<file path="src/rtl/vec_mul_seq_if.sv">
// Signal bundle between the vec_mul sequencer and its environment
// (job control, K-row memory, PE operands/result and the downstream result channel).
interface vec_mul_seq_if #(
    parameter int C        = 8,
    parameter int W_X      = 8,
    parameter int W_K      = 8,
    parameter int MAX_ROWS = 16
);
    localparam int W_R = $clog2(MAX_ROWS) + 1;

    logic               start;
    logic [W_R-1:0]     n_rows;
    logic [C*W_X-1:0]   x_vec;
    logic               busy;
    logic               done;
    logic               row_req;
    logic [W_R-1:0]     row_addr;
    logic               row_valid;
    logic [C*W_K-1:0]   row_data;
    logic               pe_enable;
    logic [C*W_K-1:0]   pe_k;
    logic [C*W_X-1:0]   pe_x;
    logic [W_X-1:0]     pe_y;
    logic               res_valid;
    logic               res_ready;
    logic [W_X-1:0]     res_data;
    logic [W_R-1:0]     res_idx;

    // Sequencer side
    modport slave (
        input  start, n_rows, x_vec, row_valid, row_data, pe_y, res_ready,
        output busy, done, row_req, row_addr, pe_enable, pe_k, pe_x,
               res_valid, res_data, res_idx
    );

    // Environment side: job source, row memory, PE and result sink
    modport master (
        output start, n_rows, x_vec, row_valid, row_data, pe_y, res_ready,
        input  busy, done, row_req, row_addr, pe_enable, pe_k, pe_x,
               res_valid, res_data, res_idx
    );
endinterface

</file>
<file path="src/rtl/vec_mul_seq.sv">
// Row sequencer for the vec_mul dot-product PE: y = K*x, one row per pass
// (fetch K row, drive PE for PE_LAT+1 cycles, hand result downstream).
module vec_mul_seq #(
    parameter int C        = 8,
    parameter int W_X      = 8,
    parameter int W_K      = 8,
    parameter int MAX_ROWS = 16,
    parameter int PE_LAT   = 1
) (
    input  logic          clk,
    input  logic          rst,
    vec_mul_seq_if.slave  bus
);
    localparam int W_R  = $clog2(MAX_ROWS) + 1;
    localparam int WC_W = (PE_LAT > 1) ? $clog2(PE_LAT) : 1;
    localparam logic [WC_W-1:0] WAIT_INIT = WC_W'(PE_LAT - 1);
    localparam logic [W_R-1:0]  ROWS_CAP  = W_R'(MAX_ROWS);
    localparam logic [W_R-1:0]  ONE_R     = W_R'(1);

    typedef enum logic [2:0] {
        S_IDLE,
        S_FETCH,
        S_ISSUE,
        S_WAIT,
        S_OUT
    } state_t;

    state_t             state_q;
    logic [W_R-1:0]     n_rows_q;
    logic [W_R-1:0]     n_rows_d;
    logic [W_R-1:0]     row_idx_q;
    logic [WC_W-1:0]    wait_cnt_q;
    logic [C*W_X-1:0]   x_q;

    logic               busy_q;
    logic               done_q;
    logic               row_req_q;
    logic [W_R-1:0]     row_addr_q;
    logic               pe_enable_q;
    logic [C*W_K-1:0]   pe_k_q;
    logic [C*W_X-1:0]   pe_x_q;
    logic               res_valid_q;
    logic [W_X-1:0]     res_data_q;
    logic [W_R-1:0]     res_idx_q;

    // Oversized jobs are clamped rather than rejected
    always_comb begin
        n_rows_d = bus.n_rows;
        if (bus.n_rows > ROWS_CAP) begin
            n_rows_d = ROWS_CAP;
        end
    end

    always_ff @(posedge clk) begin
        if (rst) begin
            state_q     <= S_IDLE;
            n_rows_q    <= '0;
            row_idx_q   <= '0;
            wait_cnt_q  <= '0;
            x_q         <= '0;
            busy_q      <= 1'b0;
            done_q      <= 1'b0;
            row_req_q   <= 1'b0;
            row_addr_q  <= '0;
            pe_enable_q <= 1'b0;
            pe_k_q      <= '0;
            pe_x_q      <= '0;
            res_valid_q <= 1'b0;
            res_data_q  <= '0;
            res_idx_q   <= '0;
        end else begin
            done_q <= 1'b0;
            case (state_q)
                S_IDLE: begin
                    if (bus.start) begin
                        if (bus.n_rows == '0) begin
                            done_q <= 1'b1;
                        end else begin
                            x_q        <= bus.x_vec;
                            n_rows_q   <= n_rows_d;
                            row_idx_q  <= '0;
                            row_addr_q <= '0;
                            row_req_q  <= 1'b1;
                            busy_q     <= 1'b1;
                            state_q    <= S_FETCH;
                        end
                    end
                end
                S_FETCH: begin
                    // pe_k_q doubles as the K row register so PE operands only move on ISSUE
                    if (bus.row_valid) begin
                        pe_k_q      <= bus.row_data;
                        pe_x_q      <= x_q;
                        row_req_q   <= 1'b0;
                        pe_enable_q <= 1'b1;
                        state_q     <= S_ISSUE;
                    end
                end
                S_ISSUE: begin
                    wait_cnt_q <= WAIT_INIT;
                    state_q    <= S_WAIT;
                end
                S_WAIT: begin
                    if (wait_cnt_q == '0) begin
                        res_data_q  <= bus.pe_y;
                        res_idx_q   <= row_idx_q;
                        res_valid_q <= 1'b1;
                        pe_enable_q <= 1'b0;
                        state_q     <= S_OUT;
                    end else begin
                        wait_cnt_q <= wait_cnt_q - 1'b1;
                    end
                end
                S_OUT: begin
                    if (bus.res_ready) begin
                        res_valid_q <= 1'b0;
                        if (row_idx_q == n_rows_q - ONE_R) begin
                            done_q  <= 1'b1;
                            busy_q  <= 1'b0;
                            state_q <= S_IDLE;
                        end else begin
                            row_idx_q  <= row_idx_q + ONE_R;
                            row_addr_q <= row_idx_q + ONE_R;
                            row_req_q  <= 1'b1;
                            state_q    <= S_FETCH;
                        end
                    end
                end
                default: state_q <= S_IDLE;
            endcase
        end
    end

    assign bus.busy      = busy_q;
    assign bus.done      = done_q;
    assign bus.row_req   = row_req_q;
    assign bus.row_addr  = row_addr_q;
    assign bus.pe_enable = pe_enable_q;
    assign bus.pe_k      = pe_k_q;
    assign bus.pe_x      = pe_x_q;
    assign bus.res_valid = res_valid_q;
    assign bus.res_data  = res_data_q;
    assign bus.res_idx   = res_idx_q;

endmodule

</file>
<file path="src/flat_wrapper.sv">
// flat-port wrapper written by rule: the top's interface ports become plain ports
module vec_mul_seq_flat 
#(
    parameter int C        = 8,
    parameter int W_X      = 8,
    parameter int W_K      = 8,
    parameter int MAX_ROWS = 16,
    parameter int PE_LAT   = 1
)
  (clk, rst, bus_start, bus_n_rows, bus_x_vec, bus_row_valid, bus_row_data, bus_pe_y, bus_res_ready, bus_busy, bus_done, bus_row_req, bus_row_addr, bus_pe_enable, bus_pe_k, bus_pe_x, bus_res_valid, bus_res_data, bus_res_idx);
  vec_mul_seq_if #(.C(C), .W_X(W_X), .W_K(W_K), .MAX_ROWS(MAX_ROWS)) bus_i ();
  input  logic clk;
  input  logic rst;
  input wire logic [$bits(bus_i.start)-1:0] bus_start;
  input wire logic [$bits(bus_i.n_rows)-1:0] bus_n_rows;
  input wire logic [$bits(bus_i.x_vec)-1:0] bus_x_vec;
  input wire logic [$bits(bus_i.row_valid)-1:0] bus_row_valid;
  input wire logic [$bits(bus_i.row_data)-1:0] bus_row_data;
  input wire logic [$bits(bus_i.pe_y)-1:0] bus_pe_y;
  input wire logic [$bits(bus_i.res_ready)-1:0] bus_res_ready;
  output wire logic [$bits(bus_i.busy)-1:0] bus_busy;
  output wire logic [$bits(bus_i.done)-1:0] bus_done;
  output wire logic [$bits(bus_i.row_req)-1:0] bus_row_req;
  output wire logic [$bits(bus_i.row_addr)-1:0] bus_row_addr;
  output wire logic [$bits(bus_i.pe_enable)-1:0] bus_pe_enable;
  output wire logic [$bits(bus_i.pe_k)-1:0] bus_pe_k;
  output wire logic [$bits(bus_i.pe_x)-1:0] bus_pe_x;
  output wire logic [$bits(bus_i.res_valid)-1:0] bus_res_valid;
  output wire logic [$bits(bus_i.res_data)-1:0] bus_res_data;
  output wire logic [$bits(bus_i.res_idx)-1:0] bus_res_idx;
  assign bus_i.start = bus_start;
  assign bus_i.n_rows = bus_n_rows;
  assign bus_i.x_vec = bus_x_vec;
  assign bus_i.row_valid = bus_row_valid;
  assign bus_i.row_data = bus_row_data;
  assign bus_i.pe_y = bus_pe_y;
  assign bus_i.res_ready = bus_res_ready;
  assign bus_busy = bus_i.busy;
  assign bus_done = bus_i.done;
  assign bus_row_req = bus_i.row_req;
  assign bus_row_addr = bus_i.row_addr;
  assign bus_pe_enable = bus_i.pe_enable;
  assign bus_pe_k = bus_i.pe_k;
  assign bus_pe_x = bus_i.pe_x;
  assign bus_res_valid = bus_i.res_valid;
  assign bus_res_data = bus_i.res_data;
  assign bus_res_idx = bus_i.res_idx;
  vec_mul_seq #(.C(C), .W_X(W_X), .W_K(W_K), .MAX_ROWS(MAX_ROWS), .PE_LAT(PE_LAT)) u_core (.clk(clk), .rst(rst), .bus(bus_i));
endmodule
</file>
<file path="config.mk">
export PLATFORM = sky130hd
export DESIGN_NAME = vec_mul_seq_flat
export DESIGN_NICKNAME = d
export VERILOG_FILES = /design/src/rtl/vec_mul_seq_if.sv /design/src/rtl/vec_mul_seq.sv /design/src/flat_wrapper.sv
export SDC_FILE = /design/constraint.sdc
export NUM_CORES = 1
export LEC_CHECK = 0
export BUFFER_PORTS_ARGS = -buffer_cell sky130_fd_sc_hd__buf_2
export CAP_MARGIN = 10
export CORE_UTILIZATION = 49
export CTS_CLUSTER_SIZE = 40
export DETAILED_ROUTE_END_ITERATION = 10
export GPL_TIMING_DRIVEN = 1
export PLACE_DENSITY = 0.86
export SKIP_CTS_REPAIR_TIMING = 1
export SLEW_MARGIN = 20
export SYNTH_ARGS = -nofsm -noshare
export SYNTH_HDL_FRONTEND = slang
export SYNTH_SLANG_ARGS = --single-unit
</file>
<file path="constraint.sdc">
create_clock -name clk -period 2.4 [get_ports clk]
set_input_delay 0.12 -clock clk [delete_from_list [all_inputs] [get_ports clk]]
set_output_delay 0.12 -clock clk [all_outputs]
set_load 0.005 [all_outputs]
</file>
**Word-level counts from Yosys, hierarchy flattened**

Cells that the tools add are included.

- Bitwise operators: 2
- $add $sub $neg: 3
- Order comparisons: 1
- Reductions and logical operators: 16
- Muxes and demuxes: 35
- Eq/ne operators: 12

Operators by type and width:

| kind | count |
|---|---|
| 2-to-1 mux 5 bit | 5 |
| 2-to-1 mux 1 bit | 17 |
| 2-to-1 mux 3 bit | 5 |
| one-hot mux 3 bit (5 select lines) | 1 |
| AND reduction 5 bit | 3 |
| != test 2 bit (second input constant) | 6 |
| one-hot mux 1 bit (2 select lines) | 5 |
| one-hot mux 5 bit (2 select lines) | 1 |
| AND reduction 3 bit | 3 |
| nonzero test 2 bit | 4 |
| equality test 3 x 2 -> 1 bit (second input constant) | 2 |
| AND reduction 6 bit | 1 |
| adder 5 x 1 -> 5 bit (second input constant) | 1 |
| equality test 5 bit | 1 |
| > comparator 5 bit (second input constant) | 1 |
| logical NOT 5 bit | 1 |
| subtractor 5 x 1 -> 5 bit (second input constant) | 1 |
| AND reduction 2 bit | 2 |
| equality test 3 x 1 -> 1 bit (second input constant) | 1 |
| equality test 3 bit (second input constant) | 1 |
| logical NOT 3 bit | 1 |
| one-hot mux 1 bit (3 select lines) | 1 |
| nonzero test 3 bit | 1 |
| != test 2 x 1 -> 1 bit (second input constant) | 1 |
| 2 further kinds | 3 |

- Register bits after elaboration: 224
- Word-level logic and storage cells: 83
- Output and inout port bits: 151
- Input bits: 146

**Longest topological paths before layout**

- Word-level depth: 5
- Gate-level depth with buffers: 8
- Gate-level depth less buffers: 7

**Worst setup path before layout**

No wires, ideal clock.

- Path type: flip-flop to flip-flop
- Start point: register u_core.n_rows_q[0]
- End point: register u_core.row_addr_q[3], in the netlist u_core.bus.row_addr[3]
- Arrival: 1.915 ns
- Path slack: 0.363 ns
- Buffers on the path: 0
- Stages on the path, launching flop included: 8
- Period minus slack after synthesis: 2.037 ns
- Cell sequence: dfxtp_1 > inv_1 > ha_1 > nor2b_1 > or3_4 > a311oi_4 > nor2_2 > a221o_1

- Word-level cells in the longest chain between the ends: 4

Ends and longest elaborated chain:

| what | RTL line | source |
|---|---|---|
| start: declaration | vec_mul_seq.sv:29 | `logic [W_R-1:0] n_rows_q;` |
| start signal: assignment | vec_mul_seq.sv:80 | `n_rows_q <= n_rows_d;` |
| subtractor 5 x 1 -> 5 bit | vec_mul_seq.sv:117 | `if (row_idx_q == n_rows_q - ONE_R) begin` |
| equality test 5 bit | vec_mul_seq.sv:117 |  |
| != test 2 bit (no source line) | -- |  |
| AND reduction 5 bit (no source line) | -- |  |
| end signal: assignment | vec_mul_seq.sv:123 | `row_addr_q <= row_idx_q + ONE_R;` |
| end: declaration | vec_mul_seq.sv:38 | `logic [W_R-1:0] row_addr_q;` |

No other way between the ends.
A chain may end at the register's enable or synchronous reset.

**Worst setup path in the final report**

Same ends and word-level chain as after synthesis.

==> metrics.csv <==
stage,metric,value,unit
sta,skew final,0.0130,ns
die,Starting Density,0.502,
power,Switch Pwr,2.18,mW
route,Initial DRT Pass Iterations,5,
yosys,synthesized flop and latch total,223,
die,io pins,297,
power,combinational power share,0.123,
critical_path,Crit. End Element,flop,
clocking,Clock Sinks,223,
clocking,cts bufs inserted,24,
run_status,failing checks,hold timing,
yosys,Yosys warnings,0,
finish,area occupied by registers,0.00446,mm^2
global_route,initial antenna violation count,7,
yosys,Post-Syn Area,0.00798,mm^2
die,Die Height,130,um
route,drt wl/cell,17.6,um
route,Remaining DRCs,0,
global_route,pin count of the biggest net entering global routing,138,
global_route,overall routing resource usage,0.243,
finish,area occupied by multi-input gates,0.00321,mm^2
critical_path,crit path max-delay cell type,a311oi_4,
placed_design,pre-CTS WS,0.225,ns
placed_design,hpwl dp,14.0,mm
route,Routed WL,29.0,mm
critical_path,crit-path leading delay family,compound AO/OA/AOI/OAI gates,
global_route,vias in the first global route,6703,
yosys,ys async rst share,0,
placed_design,area post-placement,0.00958,mm^2
finish,synthesis-to-finish area growth,48.3,%
global_route,total grt overflow,0,
die,core area,0.0159,mm^2
finish,fin area,0.0118,mm^2
sta,max_slew headroom,0.482,
critical_path,r2r setup slk,0.16,ns
yosys,Synth cell types,44,
critical_path,CP arrival,2.64,ns
clocking,CTS H-tree lvls,1,
clocking,worst-skew pair later-pin latency,0.50,ns
yosys,Yosys top cell area share,0.560,
power,P_leak,5.07,nW
power,peak supply drop,0.680,mV
sta,TNS Setup,0,ns
power,Sequential Power Share,0.456,
placed_design,RD Place Congestion,0.773,
sta,number of setup violations in the final report,0,
finish,"most common cell after layout, fill and taps aside",nand2_1,
yosys,Area contributors post-synth,"dfxtp_1, nand2_1, a21oi_1",
sta,Max Freq,446,MHz
sta,RSZ-0062 raised after global routing,false,
die,Site Rows,46,
yosys,"area leader, netlist",dfxtp_1,
sta,Slew Limit Fails,0,
yosys,number of synthesized flops with an enable pin,0,
yosys,prevailing post-synth register cell,dfxtp_1,
sta,slack of the critical path,0.155,ns
critical_path,"slowest stage delay, CP",0.50,ns
clocking,clk buf depth,3,
power,switching portion of total power,0.249,
sta,fin crit share,0.935,
yosys,"Seq/Total Area, Yosys",0.560,
critical_path,"critical path fanouts, max",8,
clocking,CTS tree,yes,
power,Internal Power,6.57,mW
route,Vias,8820,
yosys,Mapped Cells,1003,
flow_run,Max Cap Violations,0,
finish,"commonest non-fill, non-tap cells in the layout","nand2_1, buf_2, dfxtp_1",
critical_path,WP buf/inv,1,
critical_path,Critical Path RT,2.79,ns
die,Die Wd,130,um
yosys,mean area per synthesized cell,7.96,um^2
sta,Tmin final,2.24,ns
clocking,root buf cell,clkbuf_16,
sta,worst slew pin tran,0.776,ns
route,initial drt markers,815,
critical_path,startpoint types,flop,
finish,# fillers,1030,
route,final antenna-violating net count,0,
power,Pwr Density,739,mW/mm^2
yosys,"Net Count, Synth",1151,
sta,hold slack,-0.0135,ns
critical_path,crit path cell chain,inv_1 -> ha_1 -> nor2b_1 -> or3_4 -> a311oi_4 -> nor2_2 -> a221o_1,
die,area of the die,0.0168,mm^2
global_route,first-pass GRT wire length,32.7,mm
critical_path,kind of critical path,reg2reg,
clocking,register clock-pin slew on the reported worst setup and hold paths,0.06,ns
route,Vias/cell,5.36,
placed_design,# port buffers,296,
hold_path,HP Class,in2reg,
run_status,outcome,"complete, but fails checks",
power,clock power share,0.421,
finish,Nets,1554,
sta,Final Hold Viols,1,
finish,share of post-route cells with drive strength above 1,0.251,
==> cells in the mapped netlist (all sizes together) (3+ instances only) <==
| library cell | instances |
|---|---|
| a221o | 3 |
| nand3 | 4 |
| and2 | 3 |
| clkbuf | 51 |
| nor2 | 9 |
| nand3b | 5 |
| nand2 | 423 |
| buf | 22 |
| xnor2 | 3 |
| nor2b | 8 |
| dfxtp | 223 |
| a21oi | 215 |
==> kinds of logic (layout without fill, tap and decap cells) <==
| logic type | count (synthesis) | in the layout | synth area share |
|---|---|---|---|
| flops | 223 | 223 | 0.560 |
| mux | 2 | 2 | 0.00267 |
| xor+xnor | 5 | 5 | 0.00549 |
| simple gates | 464 | 464 | 0.230 |
| other cells | 0 | 9 | 0 |
| fa+ha+maj | 2 | 2 | 0.00314 |
| compound gates | 232 | 232 | 0.158 |
| buf+inv | 75 | 494 | 0.0406 |
==> worst paths after layout <==
check                                         from  depth (start not counted)                endpoint
worst min register to register      u_core.x_q[33]                          2     u_core.bus.pe_x[33]
worst max-delay path            u_core.n_rows_q[0]                          7  u_core.bus.row_addr[3]
worst max register to register  u_core.n_rows_q[0]                          7  u_core.bus.row_addr[3]
worst min-delay path                     bus_start                          3       u_core.state_q[0]
==> state kept, by name, indices dropped and copies added, names as in the netlist <==
signal,flops
u_core.bus.busy,1
u_core.bus.done,1
u_core.bus.pe_enable,1
u_core.bus.pe_k,64
u_core.bus.pe_x,64
u_core.bus.res_data,8
u_core.bus.res_idx,5
u_core.bus.res_valid,1
u_core.bus.row_addr,5
u_core.bus.row_req,1
u_core.n_rows_q,5
u_core.state_q,3
u_core.x_q,64
==> final cells by class <==
type,instances,share of cell area
inverter,2,0.000634
sequential,223,0.377
clock buffer,35,0.0586
multi-input combinational,705,0.271
antenna,9,0.00190
tap,216,0.0228
clock inverter,7,0.00751
timing repair buffer,450,0.260
==> per-layer routing <==
metal	wire length, um	share of wire	vias to the layer above	track usage
li1	-	-	4075	-
met1	10300	0.35	4089	0.274
met2	14300	0.49	508	0.424
met3	3030	0.10	146	0.0756
met4	1330	0.046	2	0.0999
met5	10	0.00035	-	0
==> power by group through the flow <==
stage | clock (mW) | combinational, mW | sequential [mW]
after global placement | 0 | 0.814 | 4.04
final | 3.68 | 1.08 | 3.99
after detailed placement | 0 | 0.829 | 4.05
after floorplan | 0 | 0.480 | 4.05
after global routing | 3.85 | 1.17 | 4.01
after CTS | 3.68 | 0.837 | 3.97
==> worst register-to-register path, stage by stage, from the launching register on <==
cell and delay, ns:
dfxtp_1 0.38, inv_1 0.06, ha_1 0.24, nor2b_1 0.16, or3_4 0.39, a311oi_4 0.50, nor2_2 0.11, a221o_1 0.30
==> per-stage QoR <==
stage	util	instances	hold WS (ns)	total power, mW
after global placement	0.603	1451	0.359	4.86
after CTS	0.652	1493	-0.165	8.49
final	0.745	1647	-0.0135	8.75
after detailed placement	0.603	1451	0.366	4.88
after floorplan	-	1003	0.250	4.53
after global routing	0.744	1641	0.0207	9.03
Note: power is estimated with default switching activity, not from simulation.
